==> src/rtl/key_pkg.sv <==
// Shared types for the key step scheduler: FSM states, owner encoding and a
// small helper for sizing the interval timer.
package key_pkg;

    typedef enum logic [1:0] {
        IDLE   = 2'd0,
        HOLD   = 2'd1,
        REPEAT = 2'd2,
        LOCK   = 2'd3
    } state_e;

    localparam logic OWN_PLUS  = 1'b1;
    localparam logic OWN_MINUS = 1'b0;

    function automatic int max_int(input int a, input int b);
        return (a > b) ? a : b;
    endfunction

endpackage

==> src/rtl/key_step_scheduler_if.sv <==
// Valid/ready step channel from the scheduler to the up/down counter datapath.
interface key_step_scheduler_if;

    logic step_vld;
    logic step_up;
    logic step_rdy;

    modport master (
        output step_vld,
        output step_up,
        input  step_rdy
    );

    modport slave (
        input  step_vld,
        input  step_up,
        output step_rdy
    );

endinterface

==> src/rtl/key_interval_timer.sv <==
// Loadable down-counter that pulses expire on the edge where it steps from 1 to 0.
module key_interval_timer #(
    parameter int W = 4
) (
    input  logic         clk,
    input  logic         rst_n,
    input  logic         load,
    input  logic [W-1:0] load_val,
    input  logic         clear,
    output logic         expire
);

    logic [W-1:0] count_q;
    logic [W-1:0] count_d;

    // Load wins over clear so an expiry that reloads keeps counting.
    always_comb begin
        count_d = count_q;
        if (load) begin
            count_d = load_val;
        end else if (clear) begin
            count_d = '0;
        end else if (count_q != '0) begin
            count_d = count_q - W'(1);
        end
    end

    always_ff @(posedge clk or negedge rst_n) begin
        if (!rst_n) begin
            count_q <= '0;
        end else begin
            count_q <= count_d;
        end
    end

    assign expire = (count_q == W'(1));

endmodule

==> src/rtl/key_step_scheduler.sv <==
// Turns the plus/minus key levels into arbitrated, auto-repeating step
// commands delivered over a valid/ready channel.
module key_step_scheduler
    import key_pkg::*;
#(
    parameter int HOLD_CYC   = 25_000_000,
    parameter int REPEAT_CYC = 5_000_000
) (
    input  logic                         clk_50mhz,
    input  logic                         rst_n,
    input  logic                         key_plus_n,
    input  logic                         key_minus_n,
    key_step_scheduler_if.master         step_if,
    output logic                         busy,
    output logic                         overrun
);

    localparam int TW = $clog2(max_int(HOLD_CYC, REPEAT_CYC) + 1);

    state_e        state_q, state_d;
    logic          owner_q, owner_d;
    logic          plus_q, minus_q;
    logic          step_vld_q, step_vld_d;
    logic          step_up_q, step_up_d;
    logic          overrun_q, overrun_d;
    logic          tmr_load, tmr_clear, tmr_expire;
    logic [TW-1:0] tmr_load_val;
    logic          issue;
    logic          plus_press, minus_press, transfer;
    logic          owner_released, other_held;

    assign plus_press     = plus_q & ~key_plus_n;
    assign minus_press    = minus_q & ~key_minus_n;
    assign transfer       = step_vld_q & step_if.step_rdy;
    assign owner_released = (owner_q == OWN_PLUS) ? key_plus_n : key_minus_n;
    assign other_held     = (owner_q == OWN_PLUS) ? ~key_minus_n : ~key_plus_n;

    key_interval_timer #(.W(TW)) u_timer (
        .clk      (clk_50mhz),
        .rst_n    (rst_n),
        .load     (tmr_load),
        .load_val (tmr_load_val),
        .clear    (tmr_clear),
        .expire   (tmr_expire)
    );

    always_comb begin
        state_d      = state_q;
        owner_d      = owner_q;
        step_vld_d   = step_vld_q;
        step_up_d    = step_up_q;
        overrun_d    = 1'b0;
        tmr_load     = 1'b0;
        tmr_load_val = '0;
        tmr_clear    = 1'b0;
        issue        = 1'b0;

        unique case (state_q)
            IDLE: begin
                if (plus_press && key_minus_n) begin
                    owner_d      = OWN_PLUS;
                    issue        = 1'b1;
                    tmr_load     = 1'b1;
                    tmr_load_val = TW'(HOLD_CYC);
                    state_d      = HOLD;
                end else if (minus_press && key_plus_n) begin
                    owner_d      = OWN_MINUS;
                    issue        = 1'b1;
                    tmr_load     = 1'b1;
                    tmr_load_val = TW'(HOLD_CYC);
                    state_d      = HOLD;
                end else if (plus_press || minus_press) begin
                    state_d = LOCK;
                end
            end
            HOLD, REPEAT: begin
                if (owner_released) begin
                    tmr_clear = 1'b1;
                    state_d   = IDLE;
                end else if (other_held) begin
                    tmr_clear = 1'b1;
                    state_d   = LOCK;
                end else if (tmr_expire) begin
                    issue        = 1'b1;
                    tmr_load     = 1'b1;
                    tmr_load_val = TW'(REPEAT_CYC);
                    state_d      = REPEAT;
                end
            end
            LOCK: begin
                if (key_plus_n && key_minus_n) begin
                    state_d = IDLE;
                end
            end
            default: state_d = IDLE;
        endcase

        // A step that cannot be posted is dropped rather than queued.
        if (issue) begin
            if (!step_vld_q || transfer) begin
                step_vld_d = 1'b1;
                step_up_d  = (owner_d == OWN_PLUS);
            end else begin
                overrun_d = 1'b1;
            end
        end else if (transfer) begin
            step_vld_d = 1'b0;
        end
    end

    always_ff @(posedge clk_50mhz or negedge rst_n) begin
        if (!rst_n) begin
            state_q    <= IDLE;
            owner_q    <= OWN_MINUS;
            plus_q     <= 1'b0;
            minus_q    <= 1'b0;
            step_vld_q <= 1'b0;
            step_up_q  <= 1'b0;
            overrun_q  <= 1'b0;
        end else begin
            state_q    <= state_d;
            owner_q    <= owner_d;
            plus_q     <= key_plus_n;
            minus_q    <= key_minus_n;
            step_vld_q <= step_vld_d;
            step_up_q  <= step_up_d;
            overrun_q  <= overrun_d;
        end
    end

    assign step_if.step_vld = step_vld_q;
    assign step_if.step_up  = step_up_q;
    assign busy             = (state_q == HOLD) || (state_q == REPEAT);
    assign overrun          = overrun_q;

endmodule

==> src/flat_wrapper.sv <==
// flat-port wrapper written by rule: the top's interface ports become plain ports
module key_step_scheduler_flat import key_pkg::*;
#(
    parameter int HOLD_CYC   = 25_000_000,
    parameter int REPEAT_CYC = 5_000_000
)
  (clk_50mhz, rst_n, key_plus_n, key_minus_n, busy, overrun, step_if_step_vld, step_if_step_up, step_if_step_rdy);
  key_step_scheduler_if step_if_i ();
  input  logic clk_50mhz;
  input  logic rst_n;
  input  logic key_plus_n;
  input  logic key_minus_n;
  output logic busy;
  output logic overrun;
  output wire logic [$bits(step_if_i.step_vld)-1:0] step_if_step_vld;
  output wire logic [$bits(step_if_i.step_up)-1:0] step_if_step_up;
  input wire logic [$bits(step_if_i.step_rdy)-1:0] step_if_step_rdy;
  assign step_if_step_vld = step_if_i.step_vld;
  assign step_if_step_up = step_if_i.step_up;
  assign step_if_i.step_rdy = step_if_step_rdy;
  key_step_scheduler #(.HOLD_CYC(HOLD_CYC), .REPEAT_CYC(REPEAT_CYC)) u_core (.clk_50mhz(clk_50mhz), .rst_n(rst_n), .key_plus_n(key_plus_n), .key_minus_n(key_minus_n), .step_if(step_if_i), .busy(busy), .overrun(overrun));
endmodule
==> config.mk <==
export PLATFORM = sky130hd
export DESIGN_NAME = key_step_scheduler_flat
export DESIGN_NICKNAME = d
export VERILOG_FILES = /design/src/rtl/key_pkg.sv /design/src/rtl/key_step_scheduler_if.sv /design/src/rtl/key_interval_timer.sv /design/src/rtl/key_step_scheduler.sv /design/src/flat_wrapper.sv
export SDC_FILE = /design/constraint.sdc
export NUM_CORES = 1
export LEC_CHECK = 0
export ABC_AREA = 1
export ABC_CLOCK_PERIOD_IN_PS = 1580
export CAP_MARGIN = 40
export CELL_PAD_IN_SITES_DETAIL_PLACEMENT = 1
export CELL_PAD_IN_SITES_GLOBAL_PLACEMENT = 2
export CORE_MARGIN = 1.5
export CORE_UTILIZATION = 31
export DETAILED_ROUTE_END_ITERATION = 10
export PLACE_DENSITY_LB_ADDON = 0.1
export SLEW_MARGIN = 10
export SYNTH_ARGS = -nofsm -noshare
export SYNTH_HDL_FRONTEND = slang
export SYNTH_SLANG_ARGS = --single-unit
==> constraint.sdc <==
create_clock -name clk_50mhz -period 1.58 [get_ports clk_50mhz]
set_input_delay 0.237 -clock clk_50mhz [delete_from_list [all_inputs] [get_ports clk_50mhz]]
set_output_delay 0.237 -clock clk_50mhz [all_outputs]
set_load 0.02 [all_outputs]
==> results of run 1 <==
how the worst max path moves through the flow:
stage	startpoint	to	slack [ns]	cells past startpoint
after floorplan	u_core.state_q[0]$_DFFE_PN0P_	u_core.u_timer.count_q[20]$_DFFE_PN0P_	-0.05	12
after global placement	key_plus_n	u_core.u_timer.count_q[22]$_DFFE_PN0P_	-0.30	9
after detailed placement	key_plus_n	u_core.u_timer.count_q[21]$_DFFE_PN0P_	-0.38	12
after CTS	u_core.u_timer.count_q[0]$_DFFE_PN0P_	u_core.u_timer.count_q[15]$_DFFE_PN0P_	-0.12	11
after global routing	u_core.u_timer.count_q[10]$_DFFE_PN0P_	u_core.u_timer.count_q[20]$_DFFE_PN0P_	-0.25	11
final	u_core.u_timer.count_q[10]$_DFFE_PN0P_	u_core.step_if.step_up$_DFFE_PN0P_	-0.13	11
state kept, by name, summed over array words and instances (netlist names):
name,flops
u_core.u_timer.count_q,25
u_core.state_q,2
u_core.minus_q,1
u_core.overrun,1
u_core.owner_q,1
u_core.plus_q,1
u_core.step_if.step_up,1
u_core.step_if.step_vld,1
per-layer routing:
layer,GRT usage,part of all wire,vias to the layer above
met5,0,0,-
met4,0.0528,0.011,0
met3,0.0371,0.021,9
met2,0.393,0.52,20
met1,0.269,0.44,1157
li1,-,-,1177
area by class of cell:
class / instances / area [sq um]
clock buffer: 5 / 68.8
clock inverter: 3 / 46.3
fill: 828 / 3170
inverter: 43 / 169
multi-input combinational: 230 / 1540
sequential: 33 / 826
tap: 80 / 100
timing repair buffer: 100 / 832
stage by stage:
stage          power, mW  setup slack (ns)  hold slack, ns  TNS, ns
2_1_floorplan       3.78           -0.0510         -0.0586   -0.235
5_1_grt             8.94            -0.254           0.482    -4.03
4_1_cts             7.33            -0.123           0.467    -1.99
6_report            8.28            -0.127           0.474    -1.55
3_3_place_gp        5.88            -0.295           0.308    -6.54
3_5_place_dp        5.95            -0.382           0.309    -8.48
power by group through the flow:
| stage | Clock [mW] | Combinational, mW | Sequential, mW |
|---|---|---|---|
| 2_1_floorplan | 0 | 2.39 | 1.39 |
| 6_report | 0.850 | 6.03 | 1.40 |
| 3_3_place_gp | 0 | 4.52 | 1.35 |
| 3_5_place_dp | 0 | 4.58 | 1.36 |
| 4_1_cts | 0.873 | 5.08 | 1.38 |
| 5_1_grt | 0.899 | 6.61 | 1.44 |
cells in the mapped netlist (2+ instances only):
cell | n | area, sq um
nand2_1 | 71 | 267
nor2_1 | 59 | 221
xor2_1 | 6 | 52.6
nor2_4 | 2 | 22.5
nand4_1 | 7 | 43.8
o21ai_1 | 4 | 20.0
nand3_2 | 2 | 20.0
nor2_2 | 5 | 31.3
nand3_1 | 28 | 140
ha_1 | 7 | 87.6
nor4_1 | 3 | 18.8
dfrtp_1 | 33 | 826
o21ai_0 | 11 | 55.1
inv_1 | 42 | 158
a21oi_1 | 5 | 25.0
nand2_2 | 6 | 37.5
xnor2_1 | 2 | 17.5
cells in the final DEF, fill, tap and decap left out, types with 2 or more instances in the layout:
master / n
inv_1: 34
ha_1: 3
nand2_2: 12
o21ai_2: 6
buf_6: 12
nor4_2: 3
nand2_1: 59
clkdlybuf4s50_1: 6
nand3_4: 3
nand3_2: 3
inv_4: 3
nand3_1: 24
o21ai_0: 8
nand2_4: 6
a21oi_2: 2
nor2_4: 18
a21oi_1: 3
buf_4: 77
nor2_2: 19
ha_4: 3
xor2_1: 5
nor2_1: 30
clkbuf_8: 5
inv_2: 6
dfrtp_1: 33
nand4_1: 7
o21ai_1: 2
what timing repair did:
item	CTS	global route
cloned	2	0
hold endpoints to repair	33	0
setup buffers	4	10
resized for setup	46	70
setup endpoints to repair	31	31
pin swaps	13	19
hold buffers	1	0
cell families after synthesis:
family	count (synthesis)	synth area share
flip-flops	33	0.382
adder cells (fa/ha/maj)	7	0.0405
buffers and inverters	45	0.0822
XOR/XNOR	8	0.0324
AO/OA/AOI/OAI	24	0.0614
AND/OR/NAND/NOR	190	0.401
==> impl_metrics.ini, run 1 <==
[sta]
slew_violations = 0
rsz_0062_raised_after_global_routing = true
worst_slack_ns = -0.127
headroom_to_the_max_slew_limit = 0.702
worst_slew_pin_slew_ns = 0.446
setup_violations = 24
maxClockFrequency_mhz = 586
timing.final.crit_share = 1.08
period_minus_slack_ns = 1.71
final_hold_viol_count = 0
worst_clock_skew_ns = 0.00608

[routing]
drt-total-wl_um = 7670
post_drt_via_cell_ratio = 4.78
detail_route.first_pass.iterations = 4
ant_nets = 0
route.vias.total = 2363
routed_wire_length_per_instance_um = 15.5
remaining_drc_errors = 0
drt_iter0_markers = 61

[worst_setup_path]
path_delay_family = simple AND/OR/NAND/NOR gates
timing.rr.start = u_core.u_timer.count_q[10]$_DFFE_PN0P_
worstSetupStartpointType = register
worst_path_max_delay_cell = dfrtp_1
worst_ep_required_time_ns = 1.78
critical_path.endpoint_type = register
critPathArrivalTime_ns = 1.91
timing.critical_path.cells = nor2_2 -> nand2_2 -> nor2_8 -> nand2_2 -> nor2_4 -> nand2_4 -> nand2_4 -> buf_4 -> nand2_4 -> nand2_1 -> o21ai_2
worst_path_most_repeated_cell = nand2_4
reg2reg_slack_ns = -0.13
worstSetupPathType = register to register
crit_path_max_fanout = 5
timing.reg2reg.worst_path_depth = 11
largest_stage_delay_on_the_critical_path_ns = 0.40
path_buf_inv = 1
worstReg2RegEnd = u_core.step_if.step_up$_DFFE_PN0P_

[cells_and_area]
final_cells = 494
area_delta_synth_final_pct = 65.8
finish.net_count = 425
final_layout_size_suffix_gt1_frac = 0.466
antenna_cells_inserted = 0
post_route_design_area_sq_mm = 0.00358
utilization = 0.530

[global_routing]
via_count_of_the_first_global_routing_pass = 2442
grt_start_max_net_pins = 34
grt_first_pass_wirelength_um = 12200
globalRouteTotalUtil = 0.218
antenna_found_initial = 0
gr-total-overflow = 0

[hold_path]
hold_path_class = input pin to register
timing.hold.worst_path_depth = 1
timing.hold.worst_endpoint = u_core.plus_q$_DFF_PN0_
hold_sp = key_plus_n

[placement]
routabilityCongestion = 0.814
port-buffer-count = 8
placed_area_sq_mm = 0.00292
post-dp-hpwl_um = 5530
dp.cells = 469

[logic_synthesis]
synth_top_flop_cell = dfrtp_1
synthArstFlopShare = 1.00
ys_warn_count = 0
syn-cell-area_sq_mm = 0.00216
distinct_cells_synth = 31
sequential_fraction_of_the_synthesis_area = 0.382
synth.avg_cell_area_sq_um = 7.04
netlist_instances = 307
synth_nets = 319
ys_seq_elements = 33
synth-edff-count = 0

[pwr]
total_leakage_power_nw = 1.83
p_seq_frac = 0.169
combinationalPowerShare = 0.728
clock_share_of_power = 0.103
worst_ir_drop_vdd_mv = 0.920
powerDensity_mw_per_mm2 = 2310
switching_share = 0.458
intPower_mw = 4.49
net-switching-power_mw = 3.80

[die]
die_height_um = 86.5
io_pins = 9
num_rows = 30
initial_utilization = 0.320
placeableCoreArea_sq_mm = 0.00676
die_area_sq_mm = 0.00748
floorplan.die.width_um = 86.5

[cts]
tritoncts_clock_tree = built
clock_tree.root_cell = clkbuf_8
clk-insertion-delay-late_ns = 0.30
clock_sink_count = 33
cts-buffers-inserted = 5
h-tree-depth = 2
maximum_clock_insertion_buffer_count = 2
path_clk_slew_ns = 0.08

[run]
timing.max_cap.violations = 0

[run_status]
run_status = finished, violations left
failed_checks = negative setup slack
Power figures use the tool's default switching activity.
==> inputs of run 2 (changes only) <==
--- a/config.mk
+++ b/config.mk
@@ -13,4 +13,5 @@
 export CORE_MARGIN = 1.5
 export CORE_UTILIZATION = 31
+export CTS_CLUSTER_SIZE = 25
 export DETAILED_ROUTE_END_ITERATION = 10
 export PLACE_DENSITY_LB_ADDON = 0.1
==> constraint.sdc (replaced) <==
create_clock -name clk_50mhz -period 1.58 [get_ports clk_50mhz]
set_input_delay 0.316 -clock clk_50mhz [delete_from_list [all_inputs] [get_ports clk_50mhz]]
set_output_delay 0.316 -clock clk_50mhz [all_outputs]
set_load 0.02 [all_outputs]
==> impl_metrics.ini, run 2 (synthesized netlist as in run 1, its figures left out) <==
[die]
placeableCoreArea_sq_mm = 0.00676
floorplan.die.width_um = 86.5
die_height_um = 86.5
num_rows = 30
die_area_sq_mm = 0.00748
initial_utilization = 0.320
io_pins = 9

[worst_setup_path]
worstReg2RegEnd = u_core.u_timer.count_q[24]$_DFFE_PN0P_
timing.critical_path.cells = nor2_2 -> nand2_2 -> buf_6 -> nor2_4 -> buf_6 -> nand3_2 -> nand2_1 -> nand3_1 -> nor2_1 -> nor2_1 -> nor2_1
reg2reg_slack_ns = -0.17
largest_stage_delay_on_the_critical_path_ns = 0.43
timing.rr.start = u_core.u_timer.count_q[6]$_DFFE_PN0P_
critPathArrivalTime_ns = 1.98
crit_path_max_fanout = 5
worst_path_most_repeated_cell = nor2_1
worstSetupPathType = register to register
timing.reg2reg.worst_path_depth = 11
worst_path_max_delay_cell = dfrtp_1
worst_ep_required_time_ns = 1.81
worstSetupStartpointType = register
critical_path.endpoint_type = register

[placement]
routabilityCongestion = 0.808
dp_slack_ns = -0.470
dp.cells = 467
placed_area_sq_mm = 0.00292
port-buffer-count = 8
post-dp-hpwl_um = 5560

[cells_and_area]
finish.net_count = 429
area_delta_synth_final_pct = 69.7
post_route_design_area_sq_mm = 0.00367
layout.cells.most_common_list = 75 x buf_4, 53 x nand2_1, 35 x inv_1
final_layout_size_suffix_gt1_frac = 0.495
mostFrequentLayoutCell = buf_4
largest_reg_flops = 25
utilization = 0.543
final_cells = 498
antenna_cells_inserted = 0
max_flop_register = u_core.u_timer.count_q
layout_top_registers = u_core.u_timer.count_q x25, u_core.state_q x2

[routing]
routed_wire_length_per_instance_um = 15.9
remaining_drc_errors = 0
route.vias.total = 2386
detail_route.first_pass.iterations = 4
post_drt_via_cell_ratio = 4.79
ant_nets = 0
drt_iter0_markers = 84
drt-total-wl_um = 7920

[sta]
headroom_to_the_max_slew_limit = 0.850
slew_violations = 0
finalHoldWorstSlack_ns = 0.496
maxClockFrequency_mhz = 570
period_minus_slack_ns = 1.75
timing.final.crit_share = 1.11
worst_slew_pin_slew_ns = 0.225
setup_violations = 25
rsz_0062_raised_after_global_routing = true
worst_slack_ns = -0.175
worst_clock_skew_ns = 0.00553
final_hold_viol_count = 0

[global_routing]
grt_start_max_net_pins = 34
grt_first_pass_wirelength_um = 12900
globalRouteTotalUtil = 0.228
grt_busiest_layer = met2
via_count_of_the_first_global_routing_pass = 2571
groute.layer.met1.usage = 0.280
gr-total-overflow = 0
antenna_found_initial = 0
gr-usage-met3 = 0.0362
met2_usage = 0.404

[pwr]
p_seq_frac = 0.169
clock_share_of_power = 0.101
powerDensity_mw_per_mm2 = 2290
worst_ir_drop_vdd_mv = 1.25
net-switching-power_mw = 3.90
combinationalPowerShare = 0.729
intPower_mw = 4.49
total_leakage_power_nw = 1.84
switching_share = 0.465

[cts]
clk-insertion-delay-late_ns = 0.30
h-tree-depth = 2
maximum_clock_insertion_buffer_count = 2
tritoncts_clock_tree = built
path_clk_slew_ns = 0.08
cts-buffers-inserted = 5
clock_tree.root_cell = clkbuf_8
clock_sink_count = 33

[run]
timing.max_cap.violations = 0

[run_status]
failed_checks = negative setup slack
run_status = finished, violations left

[hold_path]
hold_path_class = input pin to asynchronous set/reset pin
==> run 2: layer usage <==
metal  vias to the layer above  routed length (um)
li1                       1188                   -
met1                      1147                3400
met3                        20                 198
met2                        31                4040
met5                         -                   0
met4                         0                 276
==> run 2: stage by stage <==
| step | power [mW] | setup TNS [ns] |
|---|---|---|
| final | 8.39 | -1.56 |
| after global routing | 9.08 | -4.15 |
| after CTS | 7.44 | -1.56 |
| after detailed placement | 5.90 | -11.23 |
| after global placement | 5.82 | -8.93 |
| after floorplan | 3.78 | -0.235 |
==> run 2: cell type report <==
type	count	area, sq um
fill	847	3090
multi-input combinational	230	1570
timing repair buffer	104	887
sequential	33	826
inverter	43	173
tap	80	100
clock buffer	5	68.8
clock inverter	3	46.3
==> run 2: worst max-delay path, delay by kind of cell, from the launching register on <==
| kind | cells | cell delay (ns) |
|---|---|---|
| AND/OR/NAND/NOR | 9 | 0.94 |
| buffers and inverters | 2 | 0.29 |
| flip-flops | 1 | 0.43 |
==> run 2: timing repair <==
item / 4_1_cts / 5_1_grt
buffers inserted: 9 / 11
gates resized for setup: 61 / 75
pin swaps: 14 / 35
hold buffers: 1 / 0
endpoints found under the hold margin: 33 / 0
cloned: 2 / 0
setup endpoints to repair: 33 / 31
==> run 2: worst max path at each step <==
stage                                           from                                     end  slack, ns  depth (start not counted)
5_1_grt        u_core.u_timer.count_q[0]$_DFFE_PN0P_  u_core.u_timer.count_q[24]$_DFFE_PN0P_      -0.29                         11
3_3_place_gp                              key_plus_n  u_core.u_timer.count_q[19]$_DFFE_PN0P_      -0.37                          9
4_1_cts                u_core.state_q[1]$_DFFE_PN0P_  u_core.u_timer.count_q[21]$_DFFE_PN0P_      -0.11                         12
2_1_floorplan          u_core.state_q[0]$_DFFE_PN0P_  u_core.u_timer.count_q[20]$_DFFE_PN0P_      -0.05                         12
3_5_place_dp                              key_plus_n   u_core.u_timer.count_q[7]$_DFFE_PN0P_      -0.47                          8
6_report       u_core.u_timer.count_q[6]$_DFFE_PN0P_  u_core.u_timer.count_q[24]$_DFFE_PN0P_      -0.17                         11
==> run 2: power groups by stage <==
stage / sequential (mW) / combinational (mW) / clock, mW
2_1_floorplan: 1.39 / 2.39 / 0
3_3_place_gp: 1.35 / 4.47 / 0
3_5_place_dp: 1.36 / 4.54 / 0
4_1_cts: 1.38 / 5.19 / 0.871
5_1_grt: 1.45 / 6.73 / 0.906
6_report: 1.42 / 6.12 / 0.849
==> inputs of run 3 (changes only) <==
CTS_CLUSTER_SIZE = unset   (was 25)
==> results of run 3 <==
Same layout as run 2: the final DEF is identical, and so are final timing and power.
